**src/rtl/acq_pkg.sv**
```systemverilog
// rtl/acq_pkg.sv - shared state encoding and default widths for the acquisition sequencer
package acq_pkg;

    typedef enum logic [1:0] {
        IDLE = 2'd0,
        PRE  = 2'd1,
        ARM  = 2'd2,
        PST  = 2'd3
    } acq_state_t;

    localparam int ACQ_DW = 16;
    localparam int ACQ_CW = 32;
    localparam int ACQ_AW = 14;

endpackage

```
**src/rtl/acq_ctl.sv**
```systemverilog
// rtl/acq_ctl.sv - acquisition sequencer gating the ADC stream into the capture buffer
module acq_ctl
    import acq_pkg::*;
#(
    parameter int DW = ACQ_DW,
    parameter int CW = ACQ_CW,
    parameter int AW = ACQ_AW
) (
    input  logic          clk,
    input  logic          rst,
    input  logic          ctl_start,
    input  logic          ctl_stop,
    input  logic          ctl_trg_sw,
    input  logic          trg_hw,
    input  logic [CW-1:0] cfg_pre,
    input  logic [CW-1:0] cfg_pst,
    input  logic [DW-1:0] sti_tdata,
    input  logic          sti_tvalid,
    output logic          sti_tready,
    output logic [DW-1:0] sto_tdata,
    output logic          sto_tvalid,
    input  logic          sto_tready,
    output logic          sto_tlast,
    output logic          buf_rst,
    output logic [1:0]    sts_state,
    output logic [CW-1:0] sts_pre_cnt,
    output logic [CW-1:0] sts_pst_cnt,
    output logic [AW-1:0] sts_trg_ptr,
    output logic          sts_done,
    output logic          sts_abort
);

    acq_state_t    state_q, state_d;
    logic [CW-1:0] pre_cnt_q, pre_cnt_d;
    logic [CW-1:0] pst_cnt_q, pst_cnt_d;
    logic [AW-1:0] wptr_q, wptr_d;
    logic [AW-1:0] trg_ptr_q, trg_ptr_d;
    logic          buf_rst_q, buf_rst_d;
    logic          done_q, done_d;
    logic          abort_q, abort_d;
    logic          trg_hw_q;

    logic          xfer;
    logic          trg;
    logic          tlast;
    logic [CW-1:0] pst_last;
    logic [CW-1:0] pre_cnt_inc;

    always_comb begin
        sto_tdata = sti_tdata;
        if (state_q == IDLE) begin
            sto_tvalid = 1'b0;
            sti_tready = 1'b1;
        end else begin
            sto_tvalid = sti_tvalid;
            sti_tready = sto_tready;
        end
    end

    assign xfer        = sto_tvalid & sto_tready;
    assign trg         = ctl_trg_sw | (trg_hw & ~trg_hw_q);
    assign pst_last    = (cfg_pst == '0) ? '0 : cfg_pst - CW'(1);
    assign pre_cnt_inc = pre_cnt_q + CW'(1);

    // The trigger cycle's own sample is post sample #1, so a one-sample capture
    // must mark it last already in ARM or the buffer would never see tlast.
    assign tlast = ((state_q == PST) || ((state_q == ARM) && trg))
                   && (pst_cnt_q == pst_last);

    always_comb begin
        state_d   = state_q;
        pre_cnt_d = pre_cnt_q;
        pst_cnt_d = pst_cnt_q;
        wptr_d    = wptr_q + AW'(xfer);
        trg_ptr_d = trg_ptr_q;
        buf_rst_d = 1'b0;
        done_d    = done_q;
        abort_d   = abort_q;

        if (ctl_stop) begin
            if (state_q != IDLE) begin
                state_d = IDLE;
                abort_d = 1'b1;
            end
        end else if (ctl_start) begin
            buf_rst_d = 1'b1;
            pre_cnt_d = '0;
            pst_cnt_d = '0;
            wptr_d    = '0;
            done_d    = 1'b0;
            abort_d   = 1'b0;
            state_d   = (cfg_pre == '0) ? ARM : PRE;
        end else begin
            case (state_q)
                PRE: begin
                    if (xfer && (pre_cnt_q != cfg_pre)) begin
                        pre_cnt_d = pre_cnt_inc;
                        if (pre_cnt_inc == cfg_pre) state_d = ARM;
                    end
                end
                ARM: begin
                    if (trg) begin
                        trg_ptr_d = wptr_q;
                        state_d   = PST;
                        if (xfer) begin
                            pst_cnt_d = pst_cnt_q + CW'(1);
                            if (tlast) begin
                                state_d = IDLE;
                                done_d  = 1'b1;
                            end
                        end
                    end
                end
                PST: begin
                    if (xfer) begin
                        pst_cnt_d = pst_cnt_q + CW'(1);
                        if (tlast) begin
                            state_d = IDLE;
                            done_d  = 1'b1;
                        end
                    end
                end
                default: ;
            endcase
        end
    end

    always_ff @(posedge clk) begin
        if (rst) begin
            state_q   <= IDLE;
            pre_cnt_q <= '0;
            pst_cnt_q <= '0;
            wptr_q    <= '0;
            trg_ptr_q <= '0;
            buf_rst_q <= 1'b0;
            done_q    <= 1'b0;
            abort_q   <= 1'b0;
            trg_hw_q  <= 1'b0;
        end else begin
            state_q   <= state_d;
            pre_cnt_q <= pre_cnt_d;
            pst_cnt_q <= pst_cnt_d;
            wptr_q    <= wptr_d;
            trg_ptr_q <= trg_ptr_d;
            buf_rst_q <= buf_rst_d;
            done_q    <= done_d;
            abort_q   <= abort_d;
            trg_hw_q  <= trg_hw;
        end
    end

    assign sto_tlast   = tlast;
    assign buf_rst     = buf_rst_q;
    assign sts_state   = state_q;
    assign sts_pre_cnt = pre_cnt_q;
    assign sts_pst_cnt = pst_cnt_q;
    assign sts_trg_ptr = trg_ptr_q;
    assign sts_done    = done_q;
    assign sts_abort   = abort_q;

endmodule

```
**config.mk**
```make
export PLATFORM = sky130hd
export DESIGN_NAME = acq_ctl
export DESIGN_NICKNAME = d
export VERILOG_FILES = /design/src/rtl/acq_pkg.sv /design/src/rtl/acq_ctl.sv
export SDC_FILE = /design/constraint.sdc
export NUM_CORES = 1
export LEC_CHECK = 0
export BUFFER_PORTS_ARGS = -buffer_cell sky130_fd_sc_hd__buf_2
export CAP_MARGIN = 25
export CORE_UTILIZATION = 49
export CTS_CLUSTER_DIAMETER = 120
export DETAILED_ROUTE_END_ITERATION = 10
export PLACE_DENSITY = 0.88
export SLEW_MARGIN = 20
export SYNTH_ARGS = -nofsm -noshare
export SYNTH_HDL_FRONTEND = slang
export SYNTH_SLANG_ARGS = --single-unit
```
**constraint.sdc**
```tcl
create_clock -name clk -period 3.7 [get_ports clk]
set_clock_uncertainty 0.15 [all_clocks]
set_input_delay 0.185 -clock clk [delete_from_list [all_inputs] [get_ports clk]]
set_output_delay 0.185 -clock clk [all_outputs]
set_load 0.01 [all_outputs]
```
After elaboration in Yosys (flattened, before gate mapping)
Cells that the tools add are included.
- flip-flop bits (word level): 98
- bits in latches: 0
- bits in writable memories: 0
- bits in read-only memories: 0
- bits of input ports: 88
- output and inout port bits: 102
- memories kept: 0
- add/subtract/negate cells: 4
- $mul: 0
- divide/modulo/power cells: 0
- $lt $le $gt $ge: 0
- equal/unequal tests: 13
- shifts and indexed selects: 0
- mux-type cells: 33
- bitwise logic cells: 6
- reduce and logical (&&, ||, !) cells: 19
- operator list (cell ; count):
    32-bit 2-to-1 mux ; 7
    32-bit by 1-bit adder with 32-bit output, second input constant ; 2
    32-bit == test ; 2
    32-bit zero test ; 2
    32-bit one-hot mux with 2 select lines ; 1
    32-bit != test ; 1
    32-bit by 1-bit subtractor with 32-bit output, second input constant ; 1
    14-bit 2-to-1 mux ; 2
    2-bit 2-to-1 mux ; 11
    4-bit != test, second input constant ; 5
    14-bit by 1-bit adder with 14-bit output ; 1
    1-bit 2-to-1 mux ; 10
    2-bit nonzero test ; 4
    7-bit AND reduction ; 1
    2-bit one-hot mux with 3 select lines ; 1
    3-bit AND reduction ; 2
    5-bit nonzero test ; 1
    2-bit == test, second input constant ; 2
    4-bit AND reduction ; 1
    1-bit logical AND ; 3
    3-bit != test, second input constant ; 1
    1-bit inverter ; 3
    3-bit nonzero test ; 1
    1-bit bitwise AND ; 2
    8 further kinds ; 8

Depth between registers and ports, before layout
Gate-level depths: netlist of the first run.
- word-level depth: 12
- gate-level depth with buffers: 14
- gate-level depth less buffers: 12

Worst setup path after synthesis of the first run
Ideal clock, no wire load.
- kind: input to register
- start point: input cfg_pst[0]
- end point: register state_q[0] (netlist: sts_state[0])
- library setup time: 0.119 ns
- arrival time: 3.695 ns
- data required time: 3.431 ns
- path slack: -0.263 ns
- stages on the path: 13
- buffers on the path: 1
- cells stage by stage: inv_1 -> ha_1 -> or4b_4 -> or3_1 -> buf_6 -> or3_1 -> and3_1 -> or4_1 -> or4_1 -> nor4_2 -> and4bb_4 -> a2bb2oi_2 -> o31ai_2
- cells in the longest elaborated chain, start to end: 10
- elaborated cells on any way between the ends: 13
- classes of those cells: add/sub (1); eq/ne (2); mux (7); reduce/logical (3)
- RTL lines (item ; line ; text):
    start: declaration ; acq_ctl.sv:16 ; input logic [CW-1:0] cfg_pst,
    32-bit by 1-bit subtractor with 32-bit output / 32-bit zero test (equally long branches) ; acq_ctl.sv:62 ; assign pst_last = (cfg_pst == '0) ? '0 : cfg_pst - CW'(1);
    32-bit 2-to-1 mux * ; acq_ctl.sv:62 ;
    32-bit == test * ; acq_ctl.sv:68 ; && (pst_cnt_q == pst_last);
    1-bit logical AND * ; acq_ctl.sv:68 ;
    2-bit 2-to-1 mux ; acq_ctl.sv:107 ; if (tlast) begin
    2-bit 2-to-1 mux ; acq_ctl.sv:105 ; if (xfer) begin
    2-bit 2-to-1 mux ; acq_ctl.sv:102 ; if (trg) begin
    2-bit one-hot mux with 3 select lines ; acq_ctl.sv:94 ; case (state_q)
    2-bit 2-to-1 mux ; acq_ctl.sv:85 ; end else if (ctl_start) begin
    2-bit 2-to-1 mux ; acq_ctl.sv:80 ; if (ctl_stop) begin
    end signal: assignment ; acq_ctl.sv:140 ; state_q <= state_d;
    end: declaration ; acq_ctl.sv:33 ; acq_state_t state_q, state_d;
Mark *: on every way between the ends. The rest lies on a longest branch, timed or not. The select of a mux whose other input is x is not followed.
A chain may end at the register's enable or synchronous reset.

Worst setup path after layout of the first run
- start point: input cfg_pst[1]
- end point: output sto_tlast
- cells in the longest elaborated chain, start to end: 4
- elaborated cells on any way between the ends: 5
- classes of those cells: add/sub (1); eq/ne (1); mux (1); reduce/logical (2)
- RTL lines (item ; line ; text):
    32-bit by 1-bit subtractor with 32-bit output / 32-bit zero test (equally long branches) ; acq_ctl.sv:62 ;
    32-bit 2-to-1 mux * ; acq_ctl.sv:62 ;
    32-bit == test * ; acq_ctl.sv:68 ;
    1-bit logical AND * ; acq_ctl.sv:68 ;
    end: declaration ; acq_ctl.sv:23 ; output logic sto_tlast,
Mark *: on every way between the ends. The rest lies on a longest branch, timed or not.

==> out/results.txt, run 1 <==
outcome: complete, no violations
synthesized area: 0.00753 mm^2
Net Sw Frac: 28.2%
antenna-violating nets left: 0
diode count: 0
crit start category: input port
clock root buffer: clkbuf_16
vias in the first global route: 7841
critical path class: in -> out
Max FO, Critical Path: 14
top-count cell post-synth: nor2_1
FFs w/ async S/R, synth: 0%
total gr overflow: 0
# setup viols final: 0
Flop pwr share: 45.5%
sw power: 0.000657 W
Hold WS: 0.0723 ns
die footprint: 0.0159 mm^2
Gate power share: 13.9%
Placer Congestion: 1.03
clock sink count: 98
Synth top cells by count: 121 x nor2_1, 98 x dfxtp_1, 76 x xnor2_1, 73 x nand2_1, 58 x a21oi_1
Initial Util: 51.1%
post-synth top area share: 26.0%
sequential area share after synthesis: 26.0%
Syn Area/Cell: 7.44 um^2
P_int: 0.00167 W
crit path DAT: 3.36 ns
detailed placement HPWL: 18400 um
largest area contributor in the netlist: dfxtp_1
Post-DP Area: 0.00872 mm^2
Fin Setup TNS: 0 ns
antenna violations before repair: 0
Tmin final: 3.70 ns
Std-Cell Rows: 44
via count: 8450
final hold vios: 0
first-pass GRT wire length: 39100 um
Pre-antenna DRT Iters: 5
Post-layout nets: 1267
pwr dens: 255 mW/mm^2
cell area after layout: 0.00914 mm^2
clk_lat worst skew: 0.36 ns
synthesized netlist cell count: 1012
relative slew slack: 47.9%
warnings from Yosys: 0
Crit. End Element: primary output
max-slew violations: 0
largest net degree at the start of global routing: 46
RSZ-0062 raised after global routing: yes
share of cells above drive strength 1: 23.1%
Iter 0 DRT Violations: 777
CP max stage cell: or4_4
clock network fraction of total power: 40.6%
Net Count, Synth: 1105
leak pwr: 3.73 nW
Buf/Inv on CP: 4
Highest Clock Rate: 270 MHz
Vias/cell: 6.20
CTS Buf Count: 9
CP delay by family, top: simple AND/OR/NAND/NOR gates
Max stage delay on crit path: 0.50 ns
Reg clk slew, reported paths: 0.08 ns
core box area: 0.0148 mm^2
top post-synthesis cells by area: dfxtp_1 26%, xnor2_1 8.8%, nor2_1 6.0%
count of state elements after synthesis: 98
Area Overhead vs Synth: 21.4%
IO Count: 190
Slew @ Worst Pin: 0.779 ns
WL/cell: 17.7 um
post-synth cell types: 72
GRT Total Usage: 30.4%
clock buffer depth: 2
Die X: 126 um
port bufs: 157
Max Cap Viol: 0
top_reg_cell synth: dfxtp_1
final WL: 24100 um
number of synthesized flops with an enable pin: 0
CTS tree: built
Tcrit/Tclk final: 99.9%
DRC Markers: 0
Peak VDD IR: 201 uV
Die Ht: 126 um
H-tree levels: 3
Data required, critical path: 3.37 ns
Cell Chain, Critical Path: buf_4 -> inv_4 -> ha_4 -> or4b_4 -> or3_4 -> buf_12 -> nor4_2 -> xnor2_1 -> nor2_1 -> o31a_1 -> or4_4 -> nor4_4 -> buf_2
Hold Crit Class: in -> reg
==> metal layers <==
layer  routed length (um)  vias up  global-route usage (%)  share of wire (%)
met1                10100     3930                    40.4                 42
li1                     -     3991                       -                  -
met4                  712        0                    12.3                3.0
met2                11100      468                    49.3                 46
met3                 2130       61                    4.42                8.9
met5                    0        -                       0                  0
==> cell families after synthesis <==
| logic type | after synthesis | synth area share (%) |
|---|---|---|
| multiplexers | 20 | 2.67 |
| buffers and inverters | 102 | 6.11 |
| AO/OA/AOI/OAI | 196 | 17.0 |
| adder cells (fa/ha/maj) | 5 | 0.831 |
| XOR/XNOR | 126 | 14.8 |
| flip-flops | 98 | 26.0 |
| AND/OR/NAND/NOR | 465 | 32.5 |
==> state kept, by name (all words and copies together) (netlist names) <==
signal       count
sts_trg_ptr     14
wptr_q          14
sts_abort        1
sts_pst_cnt     32
sts_done         1
sts_pre_cnt     32
trg_hw_q         1
sts_state        2
buf_rst          1
==> worst reg2reg max path: cells and delay by family, from the launching register on <==
| kind | cells | cell delay, ns |
|---|---|---|
| simple gates | 4 | 0.75 |
| xor+xnor | 1 | 0.14 |
| buf+inv | 1 | 0.22 |
| flops | 1 | 0.54 |
| compound gates | 5 | 1.19 |
| fa+ha+maj | 1 | 0.36 |
==> final cells by class <==
class / instances / area [um^2]
clock buffer: 9 / 225
clock inverter: 7 / 81.3
fill: 1311 / 5610
inverter: 26 / 105
multi-input combinational: 812 / 5210
sequential: 98 / 1960
tap: 184 / 230
timing repair buffer: 227 / 1330
==> power groups by stage <==
stage / logic [W] / registers (W) / clock network, W
after floorplan: 0.000190 / 0.00108 / 0
after global placement: 0.000309 / 0.00108 / 0
after detailed placement: 0.000311 / 0.00108 / 0
after CTS: 0.000317 / 0.00106 / 0.000958
after global routing: 0.000351 / 0.00106 / 0.00100
final: 0.000325 / 0.00106 / 0.000946
==> stage by stage <==
step	total power, W	utilization, %	setup slack, ns	instances
2_1_floorplan	0.00128	-	-0.0357	1012
3_3_place_gp	0.00139	59.1	-0.242	1345
3_5_place_dp	0.00140	59.1	-0.347	1345
4_1_cts	0.00233	61.7	0.00761	1363
5_1_grt	0.00241	62.0	-0.0847	1363
6_report	0.00233	62.0	0.00229	1363
==> worst paths after layout <==
kind / slack (ns) / startpoint / to / cells past startpoint
setup / recovery: 0.002 / cfg_pst[1] / sto_tlast / 13
hold / removal: 0.07 / ctl_stop / sts_abort / 3
setup reg to reg: 0.24 / sts_pre_cnt[1] / sts_state[0] / 12
hold reg to reg: 0.32 / sts_abort / sts_abort / 2
==> timing repair <==
| action | 4_1_cts | 5_1_grt |
|---|---|---|
| setup buffers | 1 | 0 |
| endpoints found under the setup margin | 1 | 3 |
| resized for setup | 10 | 8 |
| hold buffers | 1 | 0 |
| hold endpoints to repair | 1 | 0 |
| pin swaps | 3 | 5 |
==> cells in the final DEF (no fill, tap or decap), types with 5 or more instances in the layout <==
cell	Yosys	routed
a2111oi_0	6	6
nor2b_1	7	7
and2_1	10	10
dfxtp_1	98	98
or3_1	26	25
nand3_1	44	44
o21ai_0	46	46
buf_4	16	70
o31a_1	5	5
and4_1	7	7
o211ai_1	5	5
and3_1	25	25
buf_2	2	155
a22oi_1	6	6
mux2i_1	19	19
nor3_1	29	28
or2_2	7	7
a21oi_1	58	58
nand4b_1	8	8
inv_1	26	24
nand2b_1	9	9
xor2_1	49	49
a31oi_1	10	10
nand4_1	31	31
nand2_1	73	73
nor2_1	121	121
clkbuf_16	0	9
a211oi_1	6	6
nor4_1	35	31
or4_1	15	14
xnor2_1	76	76
Note: power is estimated with default switching activity, not from simulation.
==> run 2, diff against run 1 <==
PLACE_DENSITY = 0.82   (was 0.88)
==> out/results.txt, run 2 (synthesis results as in run 1) <==
GRT Total Usage: 30.2%
Tmin final: 3.71 ns
RSZ-0062 raised after global routing: yes
leak pwr: 3.78 nW
detailed placement HPWL: 18400 um
CP delay by family, top: simple AND/OR/NAND/NOR gates
Crit. End Element: primary output
die footprint: 0.0159 mm^2
RR Endpoint: sts_state[0]
met3 Usage GRT: 4.29%
WL/cell: 17.9 um
Tcrit/Tclk final: 100%
clock root buffer: clkbuf_16
most common cell after layout, fill and taps aside: buf_2
antenna-violating nets left: 0
largest net degree at the start of global routing: 52
Iter 0 DRT Violations: 695
max-slew violations: 0
pwr dens: 253 mW/mm^2
relative slew slack: 30.4%
most used routing layer: met2
port bufs: 157
Data required, critical path: 3.37 ns
Setup WS post-layout: -0.0100 ns
Slew @ Worst Pin: 1.04 ns
Initial Util: 51.1%
Buf/Inv on CP: 4
Reg clk slew, reported paths: 0.08 ns
critical path class: in -> out
clock buffer depth: 2
Setup crit end: sto_tlast
H-tree levels: 3
most frequent cells in the layout: 157 x buf_2, 121 x nor2_1, 98 x dfxtp_1, 75 x xnor2_1
CP max stage cell: or4_4
crit path DAT: 3.38 ns
crit start category: input port
Area Overhead vs Synth: 22.7%
final WL: 24500 um
met1 GRT Util: 40.6%
Crit Reg-Reg Startpoint: sts_pre_cnt[1]
Max Cap Viol: 0
clk_lat worst skew: 0.35 ns
Max FO, Critical Path: 5
Post-layout nets: 1273
# setup viols final: 1
Post-Place Setup Slack: -0.389 ns
Highest Clock Rate: 270 MHz
DRC Markers: 0
Die X: 126 um
met2 usage: 48.9%
core box area: 0.0148 mm^2
Placer Congestion: 1.04
CTS Buf Count: 9
antenna violations before repair: 0
first-pass GRT wire length: 38900 um
Pre-antenna DRT Iters: 5
CTS tree: built
total gr overflow: 0
Crit. path cell count: 13
via count: 8424
Std-Cell Rows: 44
Hold Crit Class: in -> reg
reg-to-reg setup timing slack: 0.20 ns
Max stage delay on crit path: 0.57 ns
final hold vios: 0
IO Count: 190
reg2reg path depth: 12
clock sink count: 98
share of cells above drive strength 1: 24.0%
Vias/cell: 6.15
outcome: finished, violations left
Fillers: 1343
Cell Chain, Critical Path: buf_2 -> inv_6 -> ha_4 -> or4b_4 -> or3_4 -> or3_1 -> and3_1 -> buf_4 -> nor4_4 -> nand4_1 -> or4_4 -> nor4_4 -> buf_2
Post-DP Area: 0.00873 mm^2
vias in the first global route: 7753
CP startpoint: cfg_pst[0]
Peak VDD IR: 183 uV
cell area after layout: 0.00925 mm^2
Die Ht: 126 um
diode count: 0
failing checks: negative setup slack
run 2: cell types whose count changed in the layout (fill, tap and decap cells not counted), moves of 2 or more:
cell / previous run / this run
buf_2: 155 / 157
buf_4: 70 / 72
or4_1: 14 / 12
or4_4: 1 / 3
run 2: cell type report:
type | count | area (um^2) | share of cell area [%]
multi-input combinational | 812 | 5240 | 56.7
sequential | 98 | 1960 | 21.2
timing repair buffer | 233 | 1400 | 15.2
tap | 184 | 230 | 2.49
clock buffer | 9 | 225 | 2.44
inverter | 26 | 105 | 1.14
clock inverter | 7 | 81.3 | 0.880
run 2: worst min-delay path by stage:
stage	endpoint	depth (start not counted)	from	slack, ns
floorplan	trg_hw_q	1	trg_hw	0.16
global placement	sto_tdata[11]	0	sti_tdata[11]	0.22
detailed placement	sto_tdata[11]	0	sti_tdata[11]	0.22
CTS	sts_abort	3	ctl_stop	0.06
global route	sts_abort	3	ctl_stop	0.09
finish	sts_abort	3	ctl_stop	0.06
run 2: per-stage QoR:
| step | hold WS, ns | util (%) | power [W] | std cells | setup TNS [ns] |
|---|---|---|---|---|---|
| global placement | 0.220 | 59.2 | 0.00139 | 1347 | -0.809 |
| floorplan | 0.163 | - | 0.00128 | 1012 | -0.0452 |
| finish | 0.0637 | 62.7 | 0.00234 | 1369 | -0.0100 |
| global route | 0.0884 | 62.7 | 0.00241 | 1369 | -0.124 |
| CTS | 0.0572 | 62.3 | 0.00233 | 1369 | 0 |
| detailed placement | 0.220 | 59.2 | 0.00139 | 1347 | -1.03 |
run 2: tightest hold or removal path, stage by stage:
cell and delay, ns:
buf_2 0.19, a21oi_1 0.09, nor2_1 0.07
run 2: timing repair:
action | CTS | global route
buffers inserted | 4 | 0
resized for setup | 11 | 9
pin swaps | 7 | 0
setup endpoints to repair | 1 | 3
hold buffers | 1 | 0
cloned | 1 | 0
endpoints found under the hold margin | 1 | 0
run 2: power by group:
part	internal (W)	switching, W
registers	0.00106	0.00000317
clock network	0.000481	0.000475
logic	0.000132	0.000190
run 2: routing by layer:
layer  wire length (um)  part of all wire (%)
met5                  0                     0
met3               2100                   8.6
met1              10400                    42
met4                779                   3.2
met2              11200                    46
==> run 3, diff against run 2 <==
ABC_AREA = 1   (was not set)
CORE_UTILIZATION = 50   (was 49)
PLACE_DENSITY = 0.83   (was 0.82)
==> out/results.txt, run 3 <==
reg2reg path depth: 22
Net Sw Frac: 27.7%
Setup crit end: sto_tlast
post-synth cell types: 47
final WL: 26800 um
clock root buffer: clkbuf_16
pwr dens: 252 mW/mm^2
Post-layout nets: 1591
# setup viols final: 0
Iter 0 DRT Violations: 724
via count: 9401
Die Ht: 129 um
Tmin final: 3.35 ns
Hold Crit Class: in -> reg
crit start category: input port
count of state elements after synthesis: 98
Tcrit/Tclk final: 90.5%
CTS Buf Count: 9
clk_lat worst skew: 0.35 ns
first-pass GRT wire length: 42100 um
Initial Util: 51.2%
antenna-violating nets left: 0
top_reg_cell synth: dfxtp_1
Compound-Gate Fraction of Synth Area: 8.92%
die footprint: 0.0167 mm^2
Synth Area in XOR/XNOR: 7.89%
outcome: complete, no violations
H-tree levels: 3
relative slew slack: 42.2%
most common cell after layout, fill and taps aside: nand2_1
Post-Synth Adder-Cell Area: 0.772%
largest area contributor in the netlist: dfxtp_1
Slew @ Worst Pin: 0.862 ns
Die X: 129 um
Syn Area/Cell: 5.94 um^2
synthesized netlist cell count: 1364
top post-synthesis cells by area: dfxtp_1 24%, nand2_1 18%, nor2_1 8.8%
RR Endpoint: sts_state[0]
mux cell area share after synthesis: 0%
detailed placement HPWL: 21100 um
share of cells above drive strength 1: 16.3%
Net Count, Synth: 1457
Gate power share: 13.2%
Fillers: 1609
WL/cell: 15.6 um
Reg clk slew, reported paths: 0.07 ns
FFs w/ async S/R, synth: 0%
Fin Setup TNS: 0 ns
Crit Reg-Reg Startpoint: sts_pre_cnt[0]
Highest Clock Rate: 299 MHz
setup bufs post-CTS: 0
largest net degree at the start of global routing: 53
CTS tree: built
most frequent cells in the layout: 393 x nand2_1, 191 x nor2_1, 157 x buf_2, 142 x inv_1, 98 x dfxtp_1
final hold vios: 0
DRC Markers: 0
largest family of logic cells by synthesized area: simple AND/OR/NAND/NOR gates
leak pwr: 3.99 nW
reg-to-reg setup timing slack: 0.60 ns
Synth Area in Simple Gates: 47.8%
synthesized area: 0.00810 mm^2
Max Cap Viol: 0
Placer Congestion: 0.976
Pre-antenna DRT Iters: 5
GRT Total Usage: 32.2%
clock network fraction of total power: 41.6%
diode count: 0
Std-Cell Rows: 46
CP startpoint: cfg_pst[0]
Max FO, Critical Path: 13
Data required, critical path: 3.37 ns
IO Count: 190
Peak VDD IR: 199 uV
sw power: 0.000649 W
antenna violations before repair: 0
sequential area share after synthesis: 24.2%
Flop pwr share: 45.2%
crit path DAT: 3.01 ns
max-slew violations: 0
critical path class: in -> out
number of synthesized flops with an enable pin: 0
Crit. End Element: primary output
clock sink count: 98
Synth top cells by count: 393 x nand2_1, 191 x nor2_1, 142 x inv_1, 98 x dfxtp_1, 87 x nand3_1
warnings from Yosys: 0
top-count cell post-synth: nand2_1
port bufs: 157
core box area: 0.0158 mm^2
total gr overflow: 0
clock buffer depth: 2
vias in the first global route: 8318
multi-input logic area: 0.00530 mm^2
RSZ-0062 raised after global routing: no
post-synth top area share: 24.2%
Power Total: 0.00235 W
Vias/cell: 5.47
Area Overhead vs Synth: 14.8%
P_int: 0.00170 W
sequential cell area: 0.00196 mm^2
-- run 3: layout make-up --
class                      instances  share of cell area, %
clock buffer                       9                   2.42
tap                              216                   2.90
sequential                        98                   21.1
timing repair buffer             173                   9.76
inverter                         150                   6.05
multi-input combinational       1066                   57.0
clock inverter                     6                  0.780
-- run 3: cell families after synthesis --
| group | after synthesis |
|---|---|
| flops | 98 |
| fa+ha+maj | 5 |
| simple gates | 858 |
| buf+inv | 200 |
| compound gates | 130 |
| xor+xnor | 73 |
-- run 3: worst max-delay path, cell delays in order --
cell     delay, ns
buf_2         0.11
inv_1         0.09
ha_1          0.23
nand2_2       0.11
nor2_4        0.14
buf_4         0.20
nand2_1       0.10
nor2_2        0.45
o21ai_0       0.17
nand2_1       0.13
nand4_1       0.10
nor4_1        0.33
nand2_1       0.09
nor3_1        0.22
and2_1        0.20
buf_2         0.14
-- run 3: through the flow --
step	instance area, um^2	utilization [%]	hold WS (ns)	worst slack [ns]	std cells
finish	9300	58.8	0.0418	0.352	1718
CTS	9300	58.8	0.0292	0.401	1718
floorplan	8100	-	0.180	1.17	1364
global placement	9000	56.8	0.220	0.434	1702
detailed placement	9000	56.8	0.220	0.407	1702
global route	9300	58.8	0.0588	0.0338	1718
-- run 3: layer usage --
| layer | track usage [%] | part of all wire, % | up-vias |
|---|---|---|---|
| met1 | 41.5 | 43 | 4273 |
| met2 | 54.1 | 47 | 390 |
| met5 | 0 | 0 | - |
| li1 | - | - | 4681 |
| met4 | 12.9 | 3.1 | 0 |
| met3 | 4.38 | 7.2 | 57 |
-- run 3: worst min-delay path by stage --
stage / start / endpoint / cells after the start
6_report: ctl_stop / sts_abort / 3
4_1_cts: ctl_stop / sts_abort / 3
2_1_floorplan: ctl_stop / sts_abort / 2
3_3_place_gp: sti_tdata[12] / sto_tdata[12] / 0
3_5_place_dp: sti_tdata[12] / sto_tdata[12] / 0
5_1_grt: ctl_stop / sts_abort / 3
-- run 3: what timing repair did --
action                                 in CTS  in global routing
hold buffers                                1                  0
resized for setup                           0                  0
endpoints found under the hold margin       1                  0
-- run 3: power groups by stage --
stage          Sequential, W  Combinational, W  Clock, W
2_1_floorplan        0.00109          0.000202         0
3_3_place_gp         0.00109          0.000302         0
3_5_place_dp         0.00109          0.000304         0
4_1_cts              0.00106          0.000306  0.000988
5_1_grt              0.00106          0.000343   0.00102
6_report             0.00106          0.000309  0.000976
